$ cat src/rtl/ddr_cmd_queue.sv
// ddr_cmd_queue: first-word-fall-through request queue between the user side and the DDR controller,
// with occupancy, almost-full, synchronous flush and a sticky stall watchdog.
module ddr_cmd_queue #(
    parameter int ADDR_W    = 16,
    parameter int DATA_W    = 16,
    parameter int DEPTH     = 4,
    parameter int AF_LEVEL  = 3,
    parameter int STALL_MAX = 8
) (
    input  logic                       CLK,
    input  logic                       RST,
    input  logic                       usr_valid,
    output logic                       usr_ready,
    input  logic                       usr_we,
    input  logic [ADDR_W-1:0]          usr_addr,
    input  logic [DATA_W-1:0]          usr_wdata,
    output logic                       ctl_valid,
    input  logic                       ctl_ready,
    output logic                       ctl_we,
    output logic [ADDR_W-1:0]          ctl_addr,
    output logic [DATA_W-1:0]          ctl_wdata,
    input  logic                       flush,
    output logic [$clog2(DEPTH):0]     count,
    output logic                       almost_full,
    output logic                       stall_err
);
    localparam int AW = $clog2(DEPTH);
    localparam int CW = AW + 1;
    localparam int SW = $clog2(STALL_MAX + 1);
    localparam int EW = 1 + ADDR_W + DATA_W;
    localparam logic [CW-1:0] FULL = CW'(DEPTH);
    localparam logic [CW-1:0] AF   = CW'(AF_LEVEL);
    localparam logic [SW-1:0] SMAX = SW'(STALL_MAX);

    logic [EW-1:0] mem [DEPTH];
    logic [AW-1:0] wr_q, wr_d, rd_q, rd_d;
    logic [CW-1:0] cnt_q, cnt_d;
    logic [SW-1:0] stall_q, stall_d;
    logic          err_q, err_d, push, pop, stalled;

    // Handshake flags come from registered count only, so no input reaches an output combinationally
    assign usr_ready   = cnt_q != FULL;
    assign ctl_valid   = cnt_q != '0;
    assign almost_full = cnt_q >= AF;
    assign count       = cnt_q;
    assign stall_err   = err_q;
    assign {ctl_we, ctl_addr, ctl_wdata} = mem[rd_q];

    always_comb begin
        push    = usr_valid & usr_ready & ~flush;
        pop     = ctl_valid & ctl_ready & ~flush;
        stalled = usr_valid & ~usr_ready;
        wr_d    = flush ? '0 : wr_q + AW'(push);
        rd_d    = flush ? '0 : rd_q + AW'(pop);
        cnt_d   = flush ? '0 : cnt_q + CW'(push) - CW'(pop);
        stall_d = !stalled ? '0 : (stall_q == SMAX ? stall_q : stall_q + 1'b1);
        err_d   = err_q | (stall_d == SMAX);
    end

    always_ff @(posedge CLK) begin
        if (RST) begin
            wr_q    <= '0;
            rd_q    <= '0;
            cnt_q   <= '0;
            stall_q <= '0;
            err_q   <= 1'b0;
        end else begin
            wr_q    <= wr_d;
            rd_q    <= rd_d;
            cnt_q   <= cnt_d;
            stall_q <= stall_d;
            err_q   <= err_d;
        end
    end

    // Storage is deliberately not reset; head contents are ignored while ctl_valid is low
    always_ff @(posedge CLK) begin
        if (push) mem[wr_q] <= {usr_we, usr_addr, usr_wdata};
    end
endmodule

$ cat config.mk
export PLATFORM = sky130hd
export DESIGN_NAME = ddr_cmd_queue
export DESIGN_NICKNAME = d
export VERILOG_FILES = /design/src/rtl/ddr_cmd_queue.sv
export SDC_FILE = /design/constraint.sdc
export NUM_CORES = 1
export LEC_CHECK = 0
export CELL_PAD_IN_SITES_DETAIL_PLACEMENT = 0
export CELL_PAD_IN_SITES_GLOBAL_PLACEMENT = 1
export CORE_UTILIZATION = 35
export DETAILED_ROUTE_END_ITERATION = 12
export PLACE_DENSITY = 0.65
export SLEW_MARGIN = 20
export SYNTH_ARGS = -nofsm -noshare
export SYNTH_HDL_FRONTEND = slang
export SYNTH_SLANG_ARGS = --single-unit
$ cat constraint.sdc
create_clock -name CLK -period 11.8 [get_ports CLK]
set_input_delay 1.18 -clock CLK [delete_from_list [all_inputs] [get_ports CLK]]
set_output_delay 1.18 -clock CLK [all_outputs]
set_load 0.01 [all_outputs]
---- Word-level counts from Yosys, hierarchy flattened ----
Memory sizes are Yosys's and may differ from the RTL's. A register that Yosys moved wholly into a read port is not among the register bits.
Index checks and enable logic that the tools add are counted.
word-level totals
  register bits ........................... 12
  bits in latches ......................... 0
  RAM bits ................................ 132
  bits in read-only memories .............. 0
  bits of input ports ..................... 38
  output and inout port bits .............. 40
  logic and storage cells ................. 30
  memories kept ........................... 1
operators by class
  $add $sub $neg .......................... 5
  multipliers ............................. 0
  div/mod/pow operators ................... 0
  order comparisons ....................... 1
  equal/unequal tests ..................... 3
  shift operators ......................... 0
  muxes and demuxes ....................... 5
  bitwise gates (word level) .............. 8
  reduce and logical (&&, ||, !) cells .... 2
memory list
  memory  words  width  read ports  clocked after Yosys merged registers in  wr ports  RTL line  source
  mem     4      33     1           1                                        1         35        logic [EW-1:0] mem [DEPTH];
operators by type and width
  cell                   number
  $eq A4 B4 Y1 const B   2
  $mux W4                2
  $and A1 B1 Y1          5
  $add A2 B1 Y2          2
  $add A4 B1 Y4 const B  1
  $add A3 B1 Y3          1
  $ge A3 B2 Y1 const B   1
  $ne A3 B3 Y1 const B   1
  $reduce_bool A3 Y1     1
  $sub A3 B1 Y3          1
  $mux W1                2
  $mux W2                1
  $not A1 Y1             2
  $reduce_or A2 Y1       1
  $or A1 B1 Y1           1

---- Longest topological paths before layout ----
  word-level depth ........................ 6
  depth in mapped cells ................... 8
  depth with buffers taken out ............ 8

---- Worst setup path after synthesis ----
No wires, ideal clock.
  path kind ............................... in2reg
  from .................................... in usr_valid
  to ...................................... mem mem[0][0] (netlist name) (enable)
  setup time .............................. 0.471 ns
  arrival ................................. 4.054 ns
  required time ........................... 11.329 ns
  slack ................................... 7.275 ns
  stages .................................. 3
  buffers on the path ..................... 0
  cells stage by stage .................... inv_1 -> nor3b_1 -> nor3b_1
on the way
  longest elaborated chain between the ends .. 4
ends and longest elaborated chain
  item                           RTL line  source
  from (decl)                    12        input logic usr_valid,
  $and A1 B1 Y1 (2 in a row)     50        push = usr_valid & usr_ready & ~flush;
  $mux W1                        78        if (push) mem[wr_q] <= {usr_we, usr_addr, usr_wdata};
  $mux W1 (implied by the code)  78
  to (decl)                      35
No other way between the ends.

==> flow_metrics.tcl <==
set metrics [dict create \
    start_util_pct 35.6 \
    setup_tns_ns 0 \
    rsz0062_at_grt "false" \
    cp_max_fo 25 \
    r2r-end "mem[2][0]$_DFFE_PP_" \
    regToRegSetupSlack_ns 9.38 \
    synth_cell_types 32 \
    final_nets 377 \
    critPathBufInv 2 \
    wl_per_cell_um 17.3 \
    report.final.setup_viol 0 \
    cts-resized-gates 0 \
    synth_edf_count 132 \
    crit_arrival_ns 2.62 \
    post-route-min-period_ns 3.80 \
    crit_family "buffers and inverters" \
    dpl_cell_area_sq_mm 0.00639 \
    first_pass_iters 5 \
    synth_seq_area_share_pct 78.0 \
    root_buffer "clkbuf_16" \
    cts_tree "built" \
    clkLatencyLatePin_ns 0.41 \
    min_path_type "reg2reg" \
    start_kind "flip-flop" \
    cts-buffers-inserted 17 \
    drv_slew 0 \
    gp_congestion 0.654 \
    grt_pass1_vias 2737 \
    p_leak_nw 2.22 \
    synthArstFlopShare_pct 0 \
    antenna_found_initial 0 \
    period_share_pct 32.2 \
    irDropWorstVdd_mv 0.0959 \
    core_sq_mm 0.0151 \
    cts_buffer_depth 2 \
    synth_area_leaders "edfxtp_1, mux4_2, dfxtp_1" \
    die_h_um 126 \
    dp_hpwl_um 5390 \
    worst_pin_slew_ns 0.936 \
    skew_ns 0.00644 \
    relSlewSlack_pct 37.6 \
    yosysTopAreaCellShare_pct 73.5 \
    drt_iter0_markers 131 \
    reg2reg_from "count[1]$_SDFF_PP0_" \
    cts_setup_buffers 0 \
    ys_warn_count 0 \
    clock_sinks 144 \
    via_per_inst 4.86 \
    clk_pin_slew_ns 0.05 \
    mostFrequentLayoutCells "edfxtp_1, clkdlybuf4s50_1, mux4_2" \
    hold_viol_final 0 \
    htree_levels 4 \
    synth_ff_type "edfxtp_1" \
    syn_area_per_cell_sq_um 22.1 \
    critPathKind "reg2out" \
    totalWireLength_um 9240 \
    postRouteAntennaNets 0 \
    grt_overflow_total 0 \
    outcome "complete, no violations" \
    path_cells "buf_4 > mux4_2 > clkdlybuf4s50_1" \
    die_w_um 126 \
    fillCellCount 1266 \
    ios 78 \
    endpoint_kind "output port" \
    portBuffers 77 \
    fmax_ghz 0.263 \
    crit_path_max_incr_delay_ns 0.60 \
    ff2ff_path_depth 3 \
    powerDensity_mw_per_mm2 160 \
    drc_errors 0 \
    vias 2593 \
    synth-seq-cells 144 \
    netlist_instances 244 \
    postCtsHoldBufs 0 \
    die_area_sq_mm 0.0159 \
    crit_path_top_delay_cell "mux4_2" \
    synth_area_sq_mm 0.00539 \
    n_antenna_cell 0 \
    grt_max_degree 35 \
    final_common_cell "edfxtp_1" \
    crit_required_ns 10.62 \
    design_area_sq_mm 0.00694 \
    drive_gt1_share_pct 21.7 \
    syn_to_final_growth_pct 28.7 \
    grt_util_all_layers_pct 12.8 \
    hold_path_end "stall_err$_SDFF_PP0_" \
    grt_pass1_wl_um 14400 \
    yosysTopAreaCell "edfxtp_1" \
    hp-start "stall_err$_SDFF_PP0_" \
    syn_nets 288 \
    max_cap_violations 0 \
    core.rowCount 45 \
    hold_depth 2 \
]
-- layer usage --
| layer | GRT usage, % | wire, um | vias to the layer above |
|---|---|---|---|
| met1 | 16.1 | 4140 | 1326 |
| met4 | 5.10 | 123 | 0 |
| li1 | - | - | 1180 |
| met3 | 4.89 | 473 | 12 |
| met5 | 0 | 0 | - |
| met2 | 19.8 | 4500 | 75 |
-- cell type report --
| class | count | area, sq um | share of cell area, % |
|---|---|---|---|
| flip-flops and latches | 144 | 4210 | 60.6 |
| multi-input cells | 83 | 1130 | 16.3 |
| repair buffers | 79 | 786 | 11.3 |
| clock buffers | 18 | 429 | 6.19 |
| well taps | 188 | 235 | 3.39 |
| clock inverters | 13 | 123 | 1.77 |
| inverters | 8 | 30.0 | 0.433 |
-- logic make-up after synthesis --
| family | share of synthesized area [%] |
|---|---|
| DFF | 78.0 |
| muxes | 13.8 |
| and+or+nand+nor | 3.18 |
| buffers and inverters | 1.28 |
| AOI/OAI and AO/OA | 1.46 |
| adders and majority gates | 1.53 |
| xor gates and xnor gates | 0.812 |
-- worst max-delay path by stage --
stage	from	to	slack [ns]	cells past startpoint
after CTS	rd_q[0]$_SDFF_PP0_	ctl_addr[6]	7.90	3
after detailed placement	usr_valid	mem[2][5]$_DFFE_PP_	8.27	4
after global placement	rd_q[0]$_SDFF_PP0_	ctl_addr[6]	8.36	3
after global routing	rd_q[0]$_SDFF_PP0_	ctl_wdata[9]	7.78	3
after floorplan	usr_valid	mem[0][0]$_DFFE_PP_	7.27	3
final	rd_q[0]$_SDFF_PP0_	ctl_wdata[9]	8.00	3
-- sequential cells by signal, summed over array words and instances (netlist names) --
register,flops
stall_q,4
wr_q,2
mem,132
rd_q,2
stall_err,1
count,3
-- stage by stage --
step	util, %	instances	setup slack, ns	hold slack, ns	total power, mW
floorplan	-	244	7.27	0.500	0.595
global placement	42.2	502	8.36	0.455	0.628
detailed placement	42.2	502	8.27	0.462	0.629
CTS	45.8	533	7.90	0.482	1.12
global route	45.8	533	7.78	0.513	1.15
finish	45.8	533	8.00	0.480	1.11
-- synthesized netlist by cell type (all sizes together), types with 2 or more instances --
cell type    n
nor2        10
nand2b       2
and3         2
a211oi       2
inv          8
mux4        33
nor3b        2
edfxtp     132
ha           5
clkbuf       5
and3b        2
buf          4
nand2        2
a21oi        2
nand3        2
xor2         4
dfxtp       12
or3          2
-- worst min-delay path, cell delays in order (launching register included) --
cell and delay [ns]:
dfxtp_1 0.33, nand2b_1 0.07, o41ai_2 0.05
-- power by group --
group / leakage, nW / internal, mW / switching (mW) / total (mW)
clock network: 0.274 / 0.306 / 0.188 / 0.494
logic: 0.652 / 0.0294 / 0.0206 / 0.0501
registers: 1.30 / 0.565 / 0.00240 / 0.567
total: 2.22 / 0.900 / 0.211 / 1.11
(Power assumes the default switching activity.)
==> RTL edit: new RTL, same settings <==
`STALL_MAX`: 8 -> 16.
--- a/src/rtl/ddr_cmd_queue.sv
+++ b/src/rtl/ddr_cmd_queue.sv
@@ -6,5 +6,5 @@
     parameter int DEPTH     = 4,
     parameter int AF_LEVEL  = 3,
-    parameter int STALL_MAX = 8
+    parameter int STALL_MAX = 16
 ) (
     input  logic                       CLK,
Check against the original RTL: no difference found for any inputs over 10 cycles, from zero or initial values and one cycle with RST high; that may be too few to reach the edited logic, so the function may still have changed.
==> RTL edit against the original RTL <==
Critical path depth unchanged; worst setup slack got worse by 0.065 ns; routed wire length increased by 5.8%; register-to-register slack improved by 0.18 ns; cell area increased by 0.85%; area after synthesis increased by 0.23%; combinational power increased by 2%; synthesized cell count increased by 2.0%; sequential cell count increased by 1; final cell count increased by 1.1%; power increased by 2.9%; fmax decreased by 1.7%; hold slack improved by 0.045 ns; core utilization increased by 0.39 points.
==> RTL edit: results (changes against the original RTL) <==
Placed design
  – Detailed placer's ending HPWL: 5.67 mm (+5.4%)
  – DP Cell Count: 508 (+1.2%)

Global routing
  – Met3 GRT Util: 4.76% (-0.13 points)
  – Met2 GRT Util: 22.7% (+2.9 points)
  – Met1 usage: 15.9% (-0.22 points)
  – Tot GR Track Use: 13.6% (+0.80 points)
  – Vias in the first global route: 2911 (+6.4%)

Power
  – Peak VDD IR: 0.000100 V (+4.6%)
  – Psw: 216 uW (+2.1%)
  – Static Leakage: 0.00222 uW (-0.22%)

Critical path
  – CP max FO: 20 (-20%)
  – R2r setup slk: 9.56 ns (+0.18 ns)
  – Worst path arrival time: 2.69 ns (+0.07 ns)

Drt
  – 1st-iter DRT viols: 169 (+29%)
  – WL per Instance: 18.1 um (+4.7%)
  – Vias per Instance: 4.82 (-1.0%)
  – Total wire length: 9.78 mm (+5.8%)
  – Drt first pass iters: 4 (-1)

Finish
  – # nets final: 383 (+1.6%)
  – Layout cells sized above 1: 20.5% (-1.2 points)

Logic synthesis
  – Synth area leaders: edfxtp_1, mux4_2, dfxtp_1
  – Netlist cell types: 28 (-13%)
  – Synthesized area per cell: 21.7 um2 (-1.8%)
  – Most frequent cells after synthesis: edfxtp_1, mux4_2, dfxtp_1, nor2_1, inv_1
  – Seq/Total Area, Yosys: 78.1% (+0.19 points)
  – Syn_nets: 293 (+1.7%)

Outcome
  – Status: completed

Timing
  – Slew margin rel.: 36.2% (-1.4 points)
  – Post-Route Skew: 0.00839 ns (+0.00195 ns)
## RTL edit: stage by stage
stage	setup slack (ns)	instance area, um2	util, %	hold WS [ns]
global route	7.72	7000	46.2	0.551
global placement	8.27	6420	42.4	0.518
floorplan	6.48	5410	-	0.488
detailed placement	8.26	6420	42.4	0.527
finish	7.93	7000	46.2	0.526
CTS	7.83	7000	46.2	0.539
## RTL edit: worst max-delay path, cell delays in order (launching register included)
cell	delay [ns]
dfxtp_2	0.70
buf_4	0.49
mux4_2	0.59
clkdlybuf4s50_1	0.50
## RTL edit: cell type report
| class | instances | area, um2 |
|---|---|---|
| fill | 1259 | 8150 |
| sequential | 145 | 4230 |
| multi-input combinational | 87 | 1130 |
| timing repair buffer | 81 | 801 |
| clock buffer | 20 | 437 |
| tap | 188 | 235 |
| clock inverter | 11 | 139 |
| inverter | 7 | 26.3 |
## RTL edit: power by group through the flow
stage / combinational [uW] / sequential, uW / clock [uW]
3_5_place_dp: 51.9 / 582 / 0
4_1_cts: 52.2 / 571 / 535
5_1_grt: 55.4 / 571 / 555
3_3_place_gp: 50.9 / 581 / 0
2_1_floorplan: 18.2 / 581 / 0
6_report: 51.1 / 571 / 521
## RTL edit: worst paths after layout
path                            startpoint         end  cells past startpoint
worst max-delay path               rd_q[0]      ctl_we                      3
worst min-delay path             stall_err   stall_err                      2
worst max register to register    count[1]  mem[3][24]                      4
worst min register to register   stall_err   stall_err                      2
## RTL edit: cell families after synthesis
kind of cell | count (synthesis) | synth area share [%]
adder cells (fa/ha/maj) | 6 | 1.53
AO/OA/AOI/OAI | 3 | 0.324
buffers and inverters | 17 | 1.27
flip-flops | 145 | 78.1
AND/OR/NAND/NOR | 36 | 3.52
multiplexers | 33 | 13.7
XOR/XNOR | 9 | 1.46
